[src/rtl/acc_pkg.sv]
// Shared opcode definitions for the accumulator/stack datapath.
package acc_pkg;

  // One opcode per cycle from the control unit.
  typedef enum logic [2:0] {
    OP_NOP  = 3'd0,
    OP_LOAD = 3'd1,
    OP_ADD  = 3'd2,
    OP_SUB  = 3'd3,
    OP_SHL  = 3'd4,
    OP_SHR  = 3'd5,
    OP_PUSH = 3'd6,
    OP_POP  = 3'd7
  } acc_op_t;

endpackage

[src/rtl/acc_lifo.sv]
// Small save/restore LIFO for accumulator context.
// The caller only raises push_i when not full and pop_i when not empty.
// Storage is deliberately left unreset; clearing sp makes old entries unreachable.
module acc_lifo #(
  parameter int WIDTH = 8,
  parameter int DEPTH = 4
) (
  input  logic             clk,
  input  logic             reset,
  input  logic             push_i,
  input  logic             pop_i,
  input  logic [WIDTH-1:0] wdata_i,
  output logic [WIDTH-1:0] rdata_o,
  output logic             full_o,
  output logic             empty_o
);

  localparam int SpW  = $clog2(DEPTH + 1);
  localparam int IdxW = (DEPTH > 1) ? $clog2(DEPTH) : 1;

  logic [WIDTH-1:0] mem_q [DEPTH];
  logic [SpW-1:0]   sp_q;
  logic [SpW-1:0]   sp_d;
  logic [SpW-1:0]   topIdx;
  logic [IdxW-1:0]  wrIdx;
  logic [IdxW-1:0]  rdIdx;

  assign topIdx  = sp_q - SpW'(1);
  assign wrIdx   = sp_q[IdxW-1:0];
  assign rdIdx   = topIdx[IdxW-1:0];
  assign full_o  = (sp_q == SpW'(DEPTH));
  assign empty_o = (sp_q == '0);
  assign rdata_o = empty_o ? '0 : mem_q[rdIdx];

  // Stack pointer next state: a push and a pop never arrive together.
  always_comb begin
    sp_d = sp_q;
    if (push_i && !full_o) begin
      sp_d = sp_q + SpW'(1);
    end else if (pop_i && !empty_o) begin
      sp_d = sp_q - SpW'(1);
    end
  end

  // Stack pointer register; reset empties the stack.
  always_ff @(posedge clk) begin
    if (reset) begin
      sp_q <= '0;
    end else begin
      sp_q <= sp_d;
    end
  end

  // Entry write; a coincident reset cancels the push so nothing is half-saved.
  always_ff @(posedge clk) begin
    if (!reset && push_i && !full_o) begin
      mem_q[wrIdx] <= wdata_i;
    end
  end

endmodule

[src/rtl/acc_stack_unit.sv]
// Accumulator with ALU ops, status flags and a save/restore LIFO.
// Every output comes straight from a register or from LIFO pointer state.
module acc_stack_unit
  import acc_pkg::*;
#(
  parameter int WIDTH = 8,
  parameter int DEPTH = 4
) (
  input  logic             clk,
  input  logic             reset,
  input  logic             enable,
  input  acc_op_t          op,
  input  logic [WIDTH-1:0] data_in,
  output logic [WIDTH-1:0] data_out,
  output logic             carry,
  output logic             zero,
  output logic             neg,
  output logic             stack_full,
  output logic             stack_empty,
  output logic             stack_err
);

  logic [WIDTH-1:0] acc_q, acc_d;
  logic             carry_q, carry_d;
  logic             zero_q, zero_d;
  logic             neg_q, neg_d;
  logic             stackErr_q, stackErr_d;

  logic             pushStb;
  logic             popStb;
  logic [WIDTH-1:0] lifoRdata;
  logic             lifoFull;
  logic             lifoEmpty;
  logic [WIDTH:0]   sumWide;
  logic [WIDTH-1:0] diff;

  assign sumWide = {1'b0, acc_q} + {1'b0, data_in};
  assign diff    = acc_q - data_in;

  acc_lifo #(
    .WIDTH(WIDTH),
    .DEPTH(DEPTH)
  ) u_lifo (
    .clk    (clk),
    .reset  (reset),
    .push_i (pushStb),
    .pop_i  (popStb),
    .wdata_i(acc_q),
    .rdata_o(lifoRdata),
    .full_o (lifoFull),
    .empty_o(lifoEmpty)
  );

  // Decode the opcode into next accumulator, flags and stack strobes.
  always_comb begin
    acc_d      = acc_q;
    carry_d    = carry_q;
    zero_d     = zero_q;
    neg_d      = neg_q;
    stackErr_d = stackErr_q;
    pushStb    = 1'b0;
    popStb     = 1'b0;
    if (enable && !reset) begin
      case (op)
        OP_LOAD: acc_d = data_in;
        OP_ADD: begin
          acc_d   = sumWide[WIDTH-1:0];
          carry_d = sumWide[WIDTH];
        end
        OP_SUB: begin
          acc_d   = diff;
          carry_d = (data_in > acc_q);
        end
        OP_SHL: begin
          acc_d   = {acc_q[WIDTH-2:0], 1'b0};
          carry_d = acc_q[WIDTH-1];
        end
        OP_SHR: begin
          acc_d   = {1'b0, acc_q[WIDTH-1:1]};
          carry_d = acc_q[0];
        end
        OP_PUSH: begin
          if (lifoFull) begin
            stackErr_d = 1'b1;
          end else begin
            pushStb = 1'b1;
          end
        end
        OP_POP: begin
          if (lifoEmpty) begin
            stackErr_d = 1'b1;
          end else begin
            popStb = 1'b1;
            acc_d  = lifoRdata;
          end
        end
        default: ;
      endcase
      if (op != OP_NOP && op != OP_PUSH) begin
        zero_d = (acc_d == '0);
        neg_d  = acc_d[WIDTH-1];
      end
    end
  end

  // Accumulator and flag registers; reset leaves a zero accumulator.
  always_ff @(posedge clk) begin
    if (reset) begin
      acc_q      <= '0;
      carry_q    <= 1'b0;
      zero_q     <= 1'b1;
      neg_q      <= 1'b0;
      stackErr_q <= 1'b0;
    end else begin
      acc_q      <= acc_d;
      carry_q    <= carry_d;
      zero_q     <= zero_d;
      neg_q      <= neg_d;
      stackErr_q <= stackErr_d;
    end
  end

  assign data_out    = acc_q;
  assign carry       = carry_q;
  assign zero        = zero_q;
  assign neg         = neg_q;
  assign stack_full  = lifoFull;
  assign stack_empty = lifoEmpty;
  assign stack_err   = stackErr_q;

endmodule

[config.mk]
export PLATFORM = sky130hd
export DESIGN_NAME = acc_stack_unit
export DESIGN_NICKNAME = d
export VERILOG_FILES = /design/src/rtl/acc_pkg.sv /design/src/rtl/acc_lifo.sv /design/src/rtl/acc_stack_unit.sv
export SDC_FILE = /design/constraint.sdc
export NUM_CORES = 1
export LEC_CHECK = 0
export CORE_ASPECT_RATIO = 0.5
export CORE_UTILIZATION = 61
export DETAILED_ROUTE_END_ITERATION = 6
export PLACE_DENSITY = 0.85
export SYNTH_ARGS = -nofsm -noshare
export SYNTH_HDL_FRONTEND = slang
export SYNTH_HIERARCHICAL = 1
export SYNTH_SLANG_ARGS = --single-unit
[constraint.sdc]
create_clock -name clk -period 4.29 [get_ports clk]
set_input_delay 0.858 -clock clk [delete_from_list [all_inputs] [get_ports clk]]
set_output_delay 0.858 -clock clk [all_outputs]
set_load 0.05 [all_outputs]
==> flow_summary_export.csv <==
group,metric,value,unit
clock_network,cts_resized,0,
clock_network,cts.reportedPaths.clkPinSlew,0.09,ns
clock_network,clkSinkCount,47,
floorplanning,fp.dieArea,5510,um^2
global_routing,gr-total-overflow,0,
clock_network,hold_buffers,0,
synth,synth_edf_count,32,
critical_path,critPathMaxFanout,12,
clock_network,clk_latency,0.30,ns
floorplanning,io-pin-count,28,
layout,syn_to_final_growth,13.6,%
floorplanning,dieHeight,53.0,um
clock_network,clk_path_buf_depth,2,
synth,postSynthCellCount,294,
place,port_buffers,27,
layout,final_common_cell,"edfxtp_1",
clock_network,numCtsBuffers,5,
synth,ys.flop_type,"edfxtp_1",
synth,postSynthAreaPerCell,10.8,um^2
timing,fmax,0.289,GHz
synth,yosysWarnings,6,
global_routing,grt_pass1_wl,11.7,mm
clock_network,post_cts_buffers,0,
route,drtPass1Iterations,5,
synth,synth_nets,334,
global_routing,gr-usage-all-layers,28.2,%
global_routing,first_global_vias,2239,
job,maxCapViolCount,0,
critical_path,critPathKind,"in -> reg",
power_and_ir_drop,power.density,307,nW/um^2
synth,yosys_register_bits,47,
route,via_per_inst,6.44,
clock_network,cts-root-buf,"clkbuf_8",
timing,rsz0062_at_grt,"no",
route,wl_per_cell,19.2,um
critical_path,reg2reg_slack,0.87,ns
place,gp_congestion,0.998,
timing,final_hold_viol_count,0,
layout,drive_gt1_share,9.72,%
layout,fin_util,72.7,%
floorplanning,die_w,104,um
route,vias,2507,
timing,max_slew_margin,45.0,%
synth,synth.distinct_cells,68,
critical_path,endpoint_kind,"flop",
route,first_iter_violations,214,
critical_path,startpoint_type,"primary input",
timing,maxSlewViolCount,0,
timing,worstMarginPinSlew,0.814,ns
critical_path,worstPathRequired,4.50,ns
place,hpwl,5.55,mm
status,status,"finished clean",
clock_network,cts_tree,"built",
synth,synthesis.area,3170,um^2
route,finalWirelength,7.47,mm
layout,antenna_cells,0,
global_routing,antenna_found_initial,0,
timing,fin_crit_sh,80.6,%
power_and_ir_drop,power.static_leakage,1.39,nW
timing,fin_setup_tns,0,ns
layout,layout.nets,358,
power_and_ir_drop,ir_drop,0.000157,V
critical_path,cp.arrival,3.67,ns
timing,hold-worst-slack,0.480,ns
clock_network,h-tree-depth,2,
timing,period_minus_slack,3.46,ns
floorplanning,core_region_area,4950,um^2
global_routing,grt_max_degree,18,
layout,final_cell_mix,"32 x edfxtp_1, 27 x clkdlybuf4s50_1, 24 x ha_1",
worst_hold_path,min-delay-path-class,"reg -> reg",
timing,setup_viol,0,
synth,yosysSeqAreaShare,39.8,%
route,drc,0,
floorplanning,start_util,64.0,%
timing,finalClockSkew,0.00561,ns
synth,synthArstFlopShare,0,%
floorplanning,rows,18,
route,final_antenna_net_count,0,
[cell families after synthesis]
logic type / count (synthesis) / synth area share, %
AND/OR/NAND/NOR: 79 / 14.1
buffers and inverters: 37 / 5.17
multiplexers: 18 / 9.32
AO/OA/AOI/OAI: 80 / 18.9
flip-flops: 47 / 39.8
XOR/XNOR: 7 / 1.93
adder cells (fa/ha/maj): 26 / 10.7
[where the power goes]
| group | internal, mW | switching (mW) | leakage, nW |
|---|---|---|---|
| clock | 0.177 | 0.156 | 0.0587 |
| combinational | 0.105 | 0.149 | 0.916 |
| sequential | 0.495 | 0.0234 | 0.417 |
[layout make-up]
class	count	area [um^2]
inverters	22	82.6
well taps	70	87.6
clock buffers	5	68.8
fillers	365	1360
multi-input cells	210	1740
clock inverters	3	47.5
repair buffers	32	308
flip-flops and latches	47	1260
[critical path, cell delays in order]
cell	delay, ns
clkdlybuf4s50_1	0.74
nor2b_1	0.23
o21ai_1	0.21
a222oi_1	0.56
o221ai_1	0.29
or4_1	0.57
o41ai_2	0.20
[routing by layer]
layer	vias to the layer above	track usage, %	part of all wire [%]
met5	-	0	0
met4	0	7.38	0.68
met3	8	4.80	8.9
met2	119	44.7	45
met1	1210	40.6	46
li1	1170	-	-
[stage by stage]
step / instance area [um^2] / cells / power (mW) / setup WS (ns)
6_report: 3600 / 389 / 1.11 / 0.830
5_1_grt: 3600 / 389 / 1.15 / 0.733
4_1_cts: 3600 / 389 / 1.10 / 0.869
3_5_place_dp: 3480 / 381 / 0.776 / 0.570
3_3_place_gp: 3480 / 381 / 0.770 / 0.678
2_1_floorplan: 3170 / 294 / 0.700 / 1.25
[path summary, 6_finish.rpt]
kind                                                  start                 to  cells past startpoint
worst min-delay path                       neg$_SDFFE_PP0P_   neg$_SDFFE_PP0P_                      2
worst max-delay path                                  op[0]  zero$_SDFFE_PP1P_                      7
worst min register to register             neg$_SDFFE_PP0P_   neg$_SDFFE_PP0P_                      2
worst max register to register  u_lifo/sp_q[0]$_SDFFE_PP0P_  zero$_SDFFE_PP1P_                     10
[state kept, by name, indices dropped and copies added, names as in the netlist]
name          flops
stack_err         1
u_lifo/sp_q       3
data_out          8
carry             1
zero              1
neg               1
u_lifo/mem_q     32
[synthesized netlist by cell type, types with 4 or more instances]
cell type / number / area [um^2]
nand3_1: 5 / 25.0
nand3b_1: 4 / 30.0
o21ai_0: 11 / 55.1
and2_1: 6 / 37.5
mux2i_1: 4 / 40.0
nor2_1: 14 / 52.6
dfxtp_1: 15 / 300
mux2_2: 4 / 45.0
nor3_1: 6 / 30.0
nor2b_1: 13 / 81.3
a211oi_1: 5 / 37.5
xnor2_1: 6 / 52.6
a22oi_1: 6 / 45.0
edfxtp_1: 32 / 961
clkbuf_1: 6 / 22.5
nand2b_1: 5 / 31.3
ha_1: 24 / 300
or3_1: 5 / 31.3
inv_1: 22 / 82.6
and3_1: 4 / 25.0
a21o_1: 5 / 37.5
buf_2: 4 / 20.0
mux4_2: 7 / 158
a21oi_1: 11 / 55.1
nand2_1: 7 / 26.3
Power figures use the tool's default switching activity.
==> patch: new RTL, config.mk and constraints unchanged <==
`WIDTH` is set to 8 in 2 places; all go to 6.
--- a/src/rtl/acc_lifo.sv
+++ b/src/rtl/acc_lifo.sv
@@ -3,5 +3,5 @@
 // Storage is deliberately left unreset; clearing sp makes old entries unreachable.
 module acc_lifo #(
-  parameter int WIDTH = 8,
+  parameter int WIDTH = 6,
   parameter int DEPTH = 4
 ) (
--- a/src/rtl/acc_stack_unit.sv
+++ b/src/rtl/acc_stack_unit.sv
@@ -4,5 +4,5 @@
   import acc_pkg::*;
 #(
-  parameter int WIDTH = 8,
+  parameter int WIDTH = 6,
   parameter int DEPTH = 4
 ) (
Ports: changed (resized data_in and data_out); port bits go from 28 to 24. No check against the original RTL was run, so the function may have changed too.
==> patch against the original RTL <==
Clock power shrank 31%. Via count fell by 22%. Sequential cell count shrank 10. Routed wire length fell by 23%. Power is 25% lower. Cell area down 20%. Synthesized area shrank 20%. Setup slack improved by 0.070 ns. Count of clock-buffer cells in the layout is 2 higher.
==> patch: results (changes against the original RTL) <==
final_layout:
  largest_register_ffs: 24  # -25%
  drive_gt1_share_pct: 13.5  # +3.7 points
  fin_cells: 314  # -19%
status:
  outcome: "finished, final reports clean"
synthesis:
  synth_cells: 234  # -20%
  synth-compound-area-share_pct: 20.0  # +1.1 points
  synth_cell_types: 67  # -1.5%
  synth_xor_area_share_pct: 1.38  # -0.55 points
  synthAdderAreaFrac_pct: 11.0  # +0.24 points
  synth-edff-count: 24  # -25%
  yosysTopAreaCellShare_pct: 28.5  # -1.8 points
  syn-num-nets: 267  # -20%
  synth_mux_area_share_pct: 8.21  # -1.1 points
  yosys-top-cells-area: "edfxtp_1 (28%), dfxtp_1 (10%), ha_1 (9.4%)"
  ys_top_cells_by_count: "edfxtp_1 (24), ha_1 (19), inv_1 (18), nor2_1 (17), dfxtp_1 (13)"
global_route:
  grt_pass1_wl_mm: 8.70  # -26%
  grt_max_degree: 23  # +5
  grt_pass1_vias: 1750  # -22%
  grt_use_total_pct: 26.9  # -1.3 points
critical_path:
  rrSetupSlack_ns: 1.26  # +0.39 ns
  slowest_delay_ns: 0.77  # +0.03 ns
  reg2reg_depth: 9  # -1
  cp_top_family: "buffers and inverters"
placement:
  io_buffers: 23  # -15%
  place_congestion: 0.905  # -9.4%
route:
  dr.pass1.iters: 4  # -1
  viasPerCell: 6.21  # -3.6%
  wl_mm: 5.72  # -23%
cts:
  cts.clk_slew.worst_paths_ns: 0.07  # -0.02 ns
timing:
  tightestPinTransition_ns: 0.588  # -0.226 ns
  fin_skew_ns: 0.00646  # +0.000847 ns
worst_hold_path:
  hold_start: "stack_err"
==> patch: worst max-delay path by stage <==
stage,endpoint,start,slack (ns),cells after the start
6_report,stack_empty,u_lifo/sp_q[0],0.90,4
3_5_place_dp,u_lifo/mem_q[0][4],enable,0.81,6
4_1_cts,stack_empty,u_lifo/sp_q[0],0.89,4
3_3_place_gp,u_lifo/mem_q[0][3],enable,0.98,6
5_1_grt,stack_empty,u_lifo/sp_q[0],0.73,4
2_1_floorplan,zero,data_in[1],1.73,8
==> patch: layout make-up <==
class	instances	area [µm²]
clock buffer	7	76.3
clock inverter	1	5.00
fill	280	1070
inverter	19	71.3
multi-input combinational	170	1420
sequential	37	981
tap	54	67.6
timing repair buffer	26	253
==> patch: power breakdown <==
part	internal [W]	total (W)	switching [W]
combinational	0.0000804	0.000190	0.000109
clock	0.000114	0.000231	0.000118
sequential	0.000388	0.000408	0.0000195
==> patch: cells by family after synthesis <==
group | count (synthesis)
AOI/OAI and AO/OA | 62
xor gates and xnor gates | 4
adders and majority gates | 21
buffers and inverters | 27
DFF | 37
muxes | 13
and+or+nand+nor | 70
==> patch: stage by stage <==
step	hold slack, ns	worst slack [ns]	cell area (µm²)
finish	0.486	0.900	2870
CTS	0.489	0.890	2870
global placement	0.454	0.984	2790
floorplan	0.490	1.73	2530
global route	0.504	0.725	2870
detailed placement	0.478	0.813	2790
==> patch: worst min-delay path: cells and delay by family, from the launching register on <==
family           cells  cell delay, ns
flip-flops           1            0.33
AND/OR/NAND/NOR      1            0.08
AO/OA/AOI/OAI        1            0.04
==> patch: per-layer routing <==
layer | global-route usage (%) | up-vias | wire (µm)
met4 | 9.54 | 0 | 71
met3 | 6.35 | 6 | 407
met5 | 0 | - | 0
met1 | 36.9 | 953 | 2630
li1 | - | 928 | -
met2 | 43.4 | 64 | 2620
